### src/rtl/cu_fsm_irq_pkg.sv
// Shared encodings for the OTTER control unit: opcodes, FSM states, mux selects
// and the bundled control word the FSM drives.
package otter_pkg;

  typedef enum logic [6:0] {
    OPC_LUI    = 7'b0110111,
    OPC_AUIPC  = 7'b0010111,
    OPC_JAL    = 7'b1101111,
    OPC_JALR   = 7'b1100111,
    OPC_BRANCH = 7'b1100011,
    OPC_LOAD   = 7'b0000011,
    OPC_STORE  = 7'b0100011,
    OPC_OP_IMM = 7'b0010011,
    OPC_OP     = 7'b0110011,
    OPC_SYSTEM = 7'b1110011
  } opcode_e;

  typedef enum logic [2:0] {
    ST_FETCH   = 3'd0,
    ST_EXEC    = 3'd1,
    ST_WB      = 3'd2,
    ST_MD_WAIT = 3'd3,
    ST_INTR    = 3'd4
  } state_e;

  localparam logic [2:0] PCS_PC4    = 3'd0;
  localparam logic [2:0] PCS_JALR   = 3'd1;
  localparam logic [2:0] PCS_BRANCH = 3'd2;
  localparam logic [2:0] PCS_JAL    = 3'd3;
  localparam logic [2:0] PCS_MTVEC  = 3'd4;
  localparam logic [2:0] PCS_MEPC   = 3'd5;

  localparam logic [1:0] RF_PC4 = 2'd0;
  localparam logic [1:0] RF_CSR = 2'd1;
  localparam logic [1:0] RF_MEM = 2'd2;
  localparam logic [1:0] RF_ALU = 2'd3;

  localparam int IRQ_ID_W = 3;

  typedef struct packed {
    logic                pc_write;
    logic                reg_write;
    logic                mem_we2;
    logic                mem_rden1;
    logic                mem_rden2;
    logic                csr_we;
    logic                int_taken;
    logic                mret_exec;
    logic                md_start;
    logic                illegal_op;
    logic [IRQ_ID_W-1:0] irq_id;
    logic [4:0]          alu_fun;
    logic                alu_srca;
    logic [1:0]          alu_srcb;
    logic [2:0]          pc_source;
    logic [1:0]          rf_wr_sel;
  } ctrl_t;

  function automatic logic br_taken(input logic [2:0] f3, input logic eq,
                                    input logic lt, input logic ltu);
    case (f3)
      3'b000:  return eq;
      3'b001:  return !eq;
      3'b100:  return lt;
      3'b101:  return !lt;
      3'b110:  return ltu;
      3'b111:  return !ltu;
      default: return 1'b0;
    endcase
  endfunction

endpackage

### src/rtl/cu_fsm_irq_pend.sv
// Interrupt pending latch: rising-edge capture per line, lowest-index priority,
// and clear of the granted bit (a coincident new edge wins over the clear).
module irq_pend import otter_pkg::*; #(
  parameter int NUM_IRQ = 4
) (
  input  logic                CLK,
  input  logic                RST,
  input  logic [NUM_IRQ-1:0]  irq_i,
  input  logic                clr_i,
  output logic                any_o,
  output logic [IRQ_ID_W-1:0] id_o
);

  logic [NUM_IRQ-1:0] irq_q, pend_q, pend_d, clr_mask;

  always_comb begin
    id_o = '0;
    for (int i = NUM_IRQ - 1; i >= 0; i--) begin
      if (pend_q[i]) id_o = IRQ_ID_W'(i);
    end
  end

  assign any_o    = |pend_q;
  assign clr_mask = clr_i ? (NUM_IRQ'(1) << id_o) : '0;
  assign pend_d   = (pend_q & ~clr_mask) | (irq_i & ~irq_q);

  always_ff @(posedge CLK) begin
    if (RST) begin
      irq_q  <= '0;
      pend_q <= '0;
    end else begin
      irq_q  <= irq_i;
      pend_q <= pend_d;
    end
  end

endmodule

### src/rtl/cu_fsm_irq.sv
// Multi-cycle RV32 control unit FSM with optional M-unit wait and vectored
// interrupt entry taken at instruction boundaries.
module cu_fsm_irq import otter_pkg::*; #(
  parameter int NUM_IRQ    = 4,
  parameter bit MULDIV_EN  = 1'b1,
  parameter int MULDIV_LAT = 4
) (
  input  logic               CLK,
  input  logic               RST,
  input  logic [6:0]         CU_OPCODE,
  input  logic [2:0]         FUNC3,
  input  logic [6:0]         FUNC7,
  input  logic               BR_EQ,
  input  logic               BR_LT,
  input  logic               BR_LTU,
  input  logic [NUM_IRQ-1:0] IRQ,
  input  logic               CSR_MIE,
  output logic               PC_WRITE,
  output logic               REG_WRITE,
  output logic               MEM_WE2,
  output logic               MEM_RDEN1,
  output logic               MEM_RDEN2,
  output logic               CSR_WE,
  output logic               INT_TAKEN,
  output logic               MRET_EXEC,
  output logic               MD_START,
  output logic               ILLEGAL_OP,
  output logic [2:0]         IRQ_ID,
  output logic [4:0]         ALU_FUN,
  output logic               ALU_SRCA,
  output logic [1:0]         ALU_SRCB,
  output logic [2:0]         PC_SOURCE,
  output logic [1:0]         RF_WR_SEL
);

  state_e                state_q, state_d;
  logic [3:0]            cnt_q, cnt_d;
  ctrl_t                 ctrl, out;
  logic                  boundary, irq_any;
  logic [IRQ_ID_W-1:0]   irq_id;
  opcode_e               opc;

  assign opc = opcode_e'(CU_OPCODE);

  irq_pend #(.NUM_IRQ(NUM_IRQ)) u_irq_pend (
    .CLK   (CLK),
    .RST   (RST),
    .irq_i (IRQ),
    .clr_i (state_q == ST_INTR),
    .any_o (irq_any),
    .id_o  (irq_id)
  );

  always_comb begin
    ctrl     = '0;
    state_d  = state_q;
    cnt_d    = cnt_q;
    boundary = 1'b0;
    case (state_q)
      ST_FETCH: begin
        ctrl.mem_rden1 = 1'b1;
        state_d        = ST_EXEC;
      end
      ST_EXEC: begin
        boundary = 1'b1;
        case (opc)
          OPC_LOAD: begin
            ctrl.mem_rden2 = 1'b1;
            ctrl.alu_srcb  = 2'd1;
            boundary       = 1'b0;
            state_d        = ST_WB;
          end
          OPC_STORE: begin
            ctrl.mem_we2  = 1'b1;
            ctrl.pc_write = 1'b1;
            ctrl.alu_srcb = 2'd2;
          end
          OPC_OP: begin
            if (MULDIV_EN && FUNC7 == 7'b0000001) begin
              ctrl.md_start = 1'b1;
              ctrl.alu_fun  = {2'b10, FUNC3};
              boundary      = 1'b0;
              cnt_d         = 4'(MULDIV_LAT - 1);
              state_d       = ST_MD_WAIT;
            end else begin
              {ctrl.pc_write, ctrl.reg_write} = 2'b11;
              ctrl.alu_fun   = {1'b0, FUNC7[5], FUNC3};
              ctrl.rf_wr_sel = RF_ALU;
            end
          end
          OPC_OP_IMM: begin
            {ctrl.pc_write, ctrl.reg_write} = 2'b11;
            ctrl.alu_fun   = (FUNC3 == 3'b101) ? {1'b0, FUNC7[5], FUNC3} : {2'b00, FUNC3};
            ctrl.alu_srcb  = 2'd1;
            ctrl.rf_wr_sel = RF_ALU;
          end
          OPC_LUI: begin
            {ctrl.pc_write, ctrl.reg_write} = 2'b11;
            ctrl.alu_fun   = 5'd9;
            ctrl.alu_srca  = 1'b1;
            ctrl.rf_wr_sel = RF_ALU;
          end
          OPC_AUIPC: begin
            {ctrl.pc_write, ctrl.reg_write} = 2'b11;
            ctrl.alu_srca  = 1'b1;
            ctrl.alu_srcb  = 2'd3;
            ctrl.rf_wr_sel = RF_ALU;
          end
          OPC_JAL: begin
            {ctrl.pc_write, ctrl.reg_write} = 2'b11;
            ctrl.pc_source = PCS_JAL;
            ctrl.rf_wr_sel = RF_PC4;
          end
          OPC_JALR: begin
            {ctrl.pc_write, ctrl.reg_write} = 2'b11;
            ctrl.pc_source = PCS_JALR;
            ctrl.rf_wr_sel = RF_PC4;
          end
          OPC_BRANCH: begin
            ctrl.pc_write  = 1'b1;
            ctrl.pc_source = br_taken(FUNC3, BR_EQ, BR_LT, BR_LTU) ? PCS_BRANCH : PCS_PC4;
          end
          OPC_SYSTEM: begin
            ctrl.pc_write = 1'b1;
            if (FUNC3 == 3'b000) begin
              // mret returns straight to mepc; never divert it into a new trap
              ctrl.mret_exec = 1'b1;
              ctrl.pc_source = PCS_MEPC;
              boundary       = 1'b0;
              state_d        = ST_FETCH;
            end else begin
              ctrl.reg_write = 1'b1;
              ctrl.csr_we    = (FUNC3 == 3'b001);
              ctrl.rf_wr_sel = RF_CSR;
            end
          end
          default: begin
            ctrl.illegal_op = 1'b1;
            ctrl.pc_write   = 1'b1;
          end
        endcase
      end
      ST_WB: begin
        {ctrl.pc_write, ctrl.reg_write} = 2'b11;
        ctrl.rf_wr_sel = RF_MEM;
        boundary       = 1'b1;
      end
      ST_MD_WAIT: begin
        if (cnt_q == 4'd0) begin
          {ctrl.pc_write, ctrl.reg_write} = 2'b11;
          ctrl.rf_wr_sel = RF_ALU;
          boundary       = 1'b1;
        end else begin
          cnt_d = cnt_q - 4'd1;
        end
      end
      ST_INTR: begin
        ctrl.int_taken = 1'b1;
        ctrl.pc_write  = 1'b1;
        ctrl.pc_source = PCS_MTVEC;
        ctrl.irq_id    = irq_id;
        state_d        = ST_FETCH;
      end
      default: state_d = ST_FETCH;
    endcase
    if (boundary) state_d = (CSR_MIE && irq_any) ? ST_INTR : ST_FETCH;
  end

  always_ff @(posedge CLK) begin
    if (RST) begin
      state_q <= ST_FETCH;
      cnt_q   <= '0;
    end else begin
      state_q <= state_d;
      cnt_q   <= cnt_d;
    end
  end

  assign out = RST ? '0 : ctrl;
  assign {PC_WRITE, REG_WRITE, MEM_WE2, MEM_RDEN1, MEM_RDEN2, CSR_WE, INT_TAKEN,
          MRET_EXEC, MD_START, ILLEGAL_OP, IRQ_ID, ALU_FUN, ALU_SRCA, ALU_SRCB,
          PC_SOURCE, RF_WR_SEL} = out;

endmodule

### config.mk
export PLATFORM = sky130hd
export DESIGN_NAME = cu_fsm_irq
export DESIGN_NICKNAME = d
export VERILOG_FILES = /design/src/rtl/cu_fsm_irq_pkg.sv /design/src/rtl/cu_fsm_irq_pend.sv /design/src/rtl/cu_fsm_irq.sv
export SDC_FILE = /design/constraint.sdc
export NUM_CORES = 1
export LEC_CHECK = 0
export CORE_MARGIN = 2
export CORE_UTILIZATION = 38
export DETAILED_ROUTE_END_ITERATION = 8
export GPL_TIMING_DRIVEN = 0
export HOLD_SLACK_MARGIN = 0.06
export PLACE_DENSITY = 0.76
export SLEW_MARGIN = 40
export SYNTH_ARGS = -nofsm -noshare
export SYNTH_HDL_FRONTEND = slang
export SYNTH_SLANG_ARGS = --single-unit
### constraint.sdc
create_clock -name CLK -period 2 [get_ports CLK]
set_clock_uncertainty 0.2 [all_clocks]
set_input_delay 0.2 -clock CLK [delete_from_list [all_inputs] [get_ports CLK]]
set_output_delay 0.2 -clock CLK [all_outputs]
set_load 0.005 [all_outputs]
; Yosys cells after proc, flatten, opt, wreduce, memory -nomap -nowiden
; Index checks and enable logic that the tools add are counted.
[classes]
n_addsub = 1
n_mul = 0
div = 0
magnitude_cmp = 0
eq_ne = 27
shift = 1
muxes = 58
bitwise = 5
n_reduce_logical = 18
[ops]
columns = op, n
row1 = $eq 7x7->1 const B, 4
row2 = $mux 26, 1
row3 = $eq 7x6->1 const B, 3
row4 = $mux 3, 7
row5 = $mux 4, 5
row6 = $mux 1, 19
row7 = $pmux 2 s3, 3
row8 = $pmux 3 s3, 2
row9 = $mux 2, 8
row10 = $eq 3x3->1 const B, 5
row11 = $pmux 1 s3, 5
row12 = $pmux 5 s3, 1
row13 = $eq 7x5->1 const B, 2
row14 = $pmux 3 s4, 1
row15 = $reduce_or 10->1, 1
row16 = $and 4x4->4, 2
row17 = $mux 8, 1
row18 = $ne 4x4->1 const B, 2
row19 = $not 4->4, 2
row20 = $pmux 4 s2, 1
row21 = $reduce_and 4->1, 2
row22 = $reduce_or 2->1, 4
row23 = $eq 7x1->1 const B, 1
row24 = $eq 7x2->1 const B, 1
row25 = 20 further kinds, 27
[totals]
regBits = 15
latch_bits = 0
ramBits = 0
rom_bits = 0
in_bits = 27
output_inout_bits = 26
wordCells = 114
n_memories = 0

; Depth between registers and ports, before layout
[depth]
word_depth = 9
mapped_depth = 7

; Modules after synthesis
; Synthesis repeated with hierarchy kept, for this count alone.
[hier_totals]
hier_cells = 178
hier_area_um2 = 1209.9
[by_module_without_submodules]
columns = mod, instances, cells_per_inst, area_per_inst_um2
row1 = cu_fsm_irq, 1, 143, 909.6
row2 = irq_pend, 1, 35, 300.3

; Worst setup path before layout
; No wires, ideal clock.
[synth_path]
kind = register to output
start = register cnt_q[1]
end = output port RF_WR_SEL[1]
arrival_ns = 1.556
path_slack_ns = 0.044
stages_incl_launch_ff = 7
cell_sequence = dfxtp_1 > inv_1 > ha_1 > or3b_1 > a211oi_1 > a21o_1 > o21ba_2
[synth_between]
elab_chain_len = 4
[synth_lines]
columns = element, line
row1 = "start, declared", cu_fsm_irq.sv:37  ; logic [3:0] cnt_q, cnt_d;
row2 = "start signal, assigned", cu_fsm_irq.sv:175  ; cnt_q <= cnt_d;
row3 = $logic_not 4->1, cu_fsm_irq.sv:149  ; if (cnt_q == 4'd0) begin
row4 = $mux 2, cu_fsm_irq.sv:149
row5 = $pmux 2 s3, cu_fsm_irq.sv:59  ; case (state_q)
row6 = $mux 26, cu_fsm_irq.sv:179  ; assign out = RST ? '0 : ctrl;
row7 = "end, declared", cu_fsm_irq.sv:33  ; output logic [1:0] RF_WR_SEL
; Every way passes these cells.

; Worst setup path after layout
[layout_path]
start = register cnt_q[0]
end = output port RF_WR_SEL[1]
; The elaborated chain is that of the path after synthesis.

==> impl_results.md <==
- Outcome: finished with violations
- Violated checks: negative setup slack
- Die extent in x: around 61 um
- Number of warning messages in the yosys log: 0
- Post-synthesis adder-cell area fraction: 0.0200
- Multi-input logic area: 1160 sq um
- Sw Pwr: 575 uW
- Net count after synthesis: between 150 and 200
- Multiplexer share of the synthesized area: 0.0160
- Switching share of power: 0.382
- Pwr/cell area: just under 600 nW/um^2
- Initial standard-cell utilization of the core: 0.403
- Overall routing resource usage: 0.294
- Post-route ant nets: 0
- FF+latch area: 312 sq um
- First-pass GRT wire length: ~8300 um
- Leakage power summed over all cells: 1.15 nW
- Kind of cell adding the most delay to the critical path: compound AO/OA/AOI/OAI gates
- Final worst-path setup slack: -0.415 ns
- Post-synthesis async set-or-reset flop share: 0
- Io pins: 53
- # port buffers: 50
- Routed vias/inst: 5.53
- Area fraction in and, or, nand and nor cells after synthesis: 0.419
- Average footprint of a synthesized cell: 7.36 sq um
- Clock slew at the register clock pins of the worst setup and hold paths: 0.11 ns
- Detailed-route wire length per cell: ~17 um
- Worst Hold Endpoint: state_q[2]
- CTS tree: done
- Highest clock frequency the design can meet: a little over 400 MHz
- Worst path slowest cell: or3b_4
- Type of element launching the critical path: flip-flop
- Unrepaired setup endpoints after global routing: yes
- Core Region: 3100 sq um
- Share of the clock period used by the worst path after layout: 1.21
- Total chip power: 1.51 mW
- Die height: ~61 um
- Max Root-Sink Buffers: 2
- Sequential-to-total area share from yosys stat: 0.240
- Reg-to-reg critical path endpoint: state_q[0]
- Fraction of the mapped netlist area in compound gates: 0.218
- Ratio of cells with drive above 1 in the final layout: 0.547
- R2r setup slk: -0.32 ns
- Total length of routed wires: between 5000 and 6000 um
- Internal Pwr Total: 931 uW
- Required @ worst endpoint: 1.60 ns
- Placed wire-length estimate after detailed placement: 2740 um
- Library cells used by synthesis: between 40 and 50
- H-tree depth reported by CTS: 1
- Cell Count, Final, Fillers Out: 329
- IR Drop Worst-Case VDD: 0.404 mV
- Synth Cell Area: about 1300 sq um
- Flip-flop cell with the highest count after synthesis: dfxtp_1
- CP max stage delay: 0.39 ns
- Crit. End Element: output pin
- Net total in the final layout: 315
- Dominant combinational cell family by area after synthesis: simple AND/OR/NAND/NOR gates
- FF+latch count, synth: 15
- Post-synth EDFFs: 0
- Syn Inst Count: 170
- Maximum net fanout on the critical path: 2
- DRC marker count from the first detailed-route iteration: 129
- Setup tns final: -4.68 ns
- Die area: 3770 sq um
- Critical Path, Cell by Cell: inv_2, ha_4, or3b_4, a211oi_4, buf_4, a21o_1, o21ba_2, buf_2
- Final-report setup violation count: 28
- Power share of the clock group: 0.122
- DRC: 0
- Combinational group share of total power: 0.630
- Number of pins exceeding their max-slew limit in the final report: 0
- Startpoint of the most critical hold path: CSR_MIE
- Insertion delay of the later-clocked pin in the worst-skew pair: 0.29 ns
- Post-Synth XOR/XNOR Area: 0.0140
- Sink count of the clock tree: 15
- Endpoints failing hold: 0
- Count of TritonRoute iterations in the first routing pass: 4
- Min Tclk post-route: 2.42 ns
- Area growth syn-to-layout: 105%
- Vias: 1819
- Number of fill cells: 207
- Max cap viols: 0
- Cells after DPL: about 260
- Clock root buffer master: clkbuf_4
- Worst Hold Path Cells: 3
- Worst r2r path cells: 12
- Sequential power share: 0.248
- Routability Congestion: 0.853
- Count of buffer and inverter cells on the critical path: 3
- Arrival time of data at the critical path endpoint: around 2.0 ns
- N_diodes: 0
- Critical setup path kind: reg -> out
- Total congestion overflow: 0
- Maximum number of pins on one net before global-route repair: 11
- Reg-to-reg startpoint: cnt_q[0]
- Antenna violations before repair: 0
- Std cell rows: 20
- Via count of the first global-routing pass: about 1800
- Path category of the worst min-delay check: in -> reg
- Inserted Clock Buffers: 3
-- repair_timing --
item,4_1_cts,5_1_grt
pin swaps,30,16
hold buffers,0,0
setup buffers,60,14
endpoints found under the setup margin,28,31
resized for setup,162,45
-- worst max-delay path by stage --
stage	startpoint	end	slack, ns	depth (start not counted)
2_1_floorplan	cnt_q[1]	RF_WR_SEL[1]	0.04	6
3_3_place_gp	CU_OPCODE[5]	REG_WRITE	-0.85	7
3_5_place_dp	CU_OPCODE[5]	REG_WRITE	-0.85	7
4_1_cts	cnt_q[0]	PC_WRITE	-0.29	8
5_1_grt	cnt_q[0]	RF_WR_SEL[1]	-0.45	8
6_report	cnt_q[0]	RF_WR_SEL[1]	-0.42	8
-- cells in the final DEF (no fill, tap or decap), types with 3 or more instances in the layout --
master           instances
dfxtp_1                 10
nand2b_1                 5
dlygate4sd2_1            9
nor2b_1                  7
or3b_4                   3
nor2_1                  12
clkdlybuf4s50_1         15
dfxtp_2                  3
nor3_4                   5
nand2_1                  8
buf_4                   44
clkbuf_2                 3
and3_1                   5
a31oi_1                  4
a21oi_1                 11
nor3_2                   6
nand3_1                  3
nor4_4                   3
clkbuf_4                 6
o21ai_0                  7
a21oi_2                  3
nand3_2                  5
inv_1                    3
buf_2                   21
nand3b_1                 3
buf_6                   23
inv_2                    5
-- power groups by stage --
stage | sequential, mW | clock [mW] | combinational, mW
after global routing | 0.377 | 0.197 | 0.995
after detailed placement | 0.361 | 0 | 0.454
after global placement | 0.359 | 0 | 0.453
after CTS | 0.365 | 0.178 | 0.749
final | 0.373 | 0.183 | 0.949
after floorplan | 0.355 | 0 | 0.282
-- per-layer routing --
layer,up-vias,part of all wire,track usage
li1,855,-,-
met1,862,0.41,0.393
met2,92,0.50,0.476
met3,10,0.076,0.0714
met4,0,0.012,0.0790
met5,-,0,0
-- synthesized netlist by cell type (2+ instances only) --
master / n / area, sq um
and3_1: 5 / 31.3
or3b_1: 3 / 26.3
o21ai_0: 9 / 45.0
clkbuf_1: 5 / 18.8
and3b_1: 2 / 17.5
ha_1: 2 / 25.0
dfxtp_1: 15 / 300
a211oi_1: 3 / 22.5
nor3_1: 11 / 55.1
nor2_1: 14 / 52.6
nand2b_1: 7 / 43.8
a21oi_1: 14 / 70.1
nand2_1: 9 / 33.8
or3_1: 2 / 12.5
buf_4: 3 / 22.5
a31oi_1: 4 / 25.0
mux2i_1: 2 / 20.0
nor2b_1: 7 / 43.8
nand3b_1: 3 / 22.5
nor4_1: 5 / 31.3
inv_1: 8 / 30.0
o21a_1: 2 / 15.0
nand3_1: 8 / 40.0
xor2_1: 2 / 17.5
-- cell families after synthesis --
group                      after synthesis
AOI/OAI and AO/OA                       42
xor gates and xnor gates                 2
adders and majority gates                2
buffers and inverters                   18
DFF                                     15
muxes                                    2
other                                    1
and+or+nand+nor                         88
-- layout make-up --
class	instances	share of cell area
inverters	8	0.0117
repair buffers	113	0.358
multi-input cells	137	0.450
well taps	44	0.0214
clock buffers	4	0.0102
flip-flops and latches	15	0.121
plain buffers	8	0.0273
-- state kept, by name, indices dropped and copies added (netlist names) --
signal / flops
u_irq_pend.irq_q: 4
state_q: 3
u_irq_pend.pend_q: 4
cnt_q: 4
-- tightest hold or removal path, delay by kind of cell --
family	cells	cell delay [ns]
AOI/OAI and AO/OA	1	0.04
buffers and inverters	1	0.41
and+or+nand+nor	1	0.08
-- stage by stage --
step | util | area [sq um] | setup slack [ns] | hold WS, ns
global route | 0.828 | 2570 | -0.453 | 0.282
CTS | 0.768 | 2380 | -0.286 | 0.273
finish | 0.828 | 2570 | -0.415 | 0.264
detailed placement | 0.582 | 1810 | -0.854 | 0.287
floorplan | - | 1250 | 0.0435 | 0.128
global placement | 0.582 | 1810 | -0.853 | 0.274
Note: power is estimated with default switching activity, not from simulation.
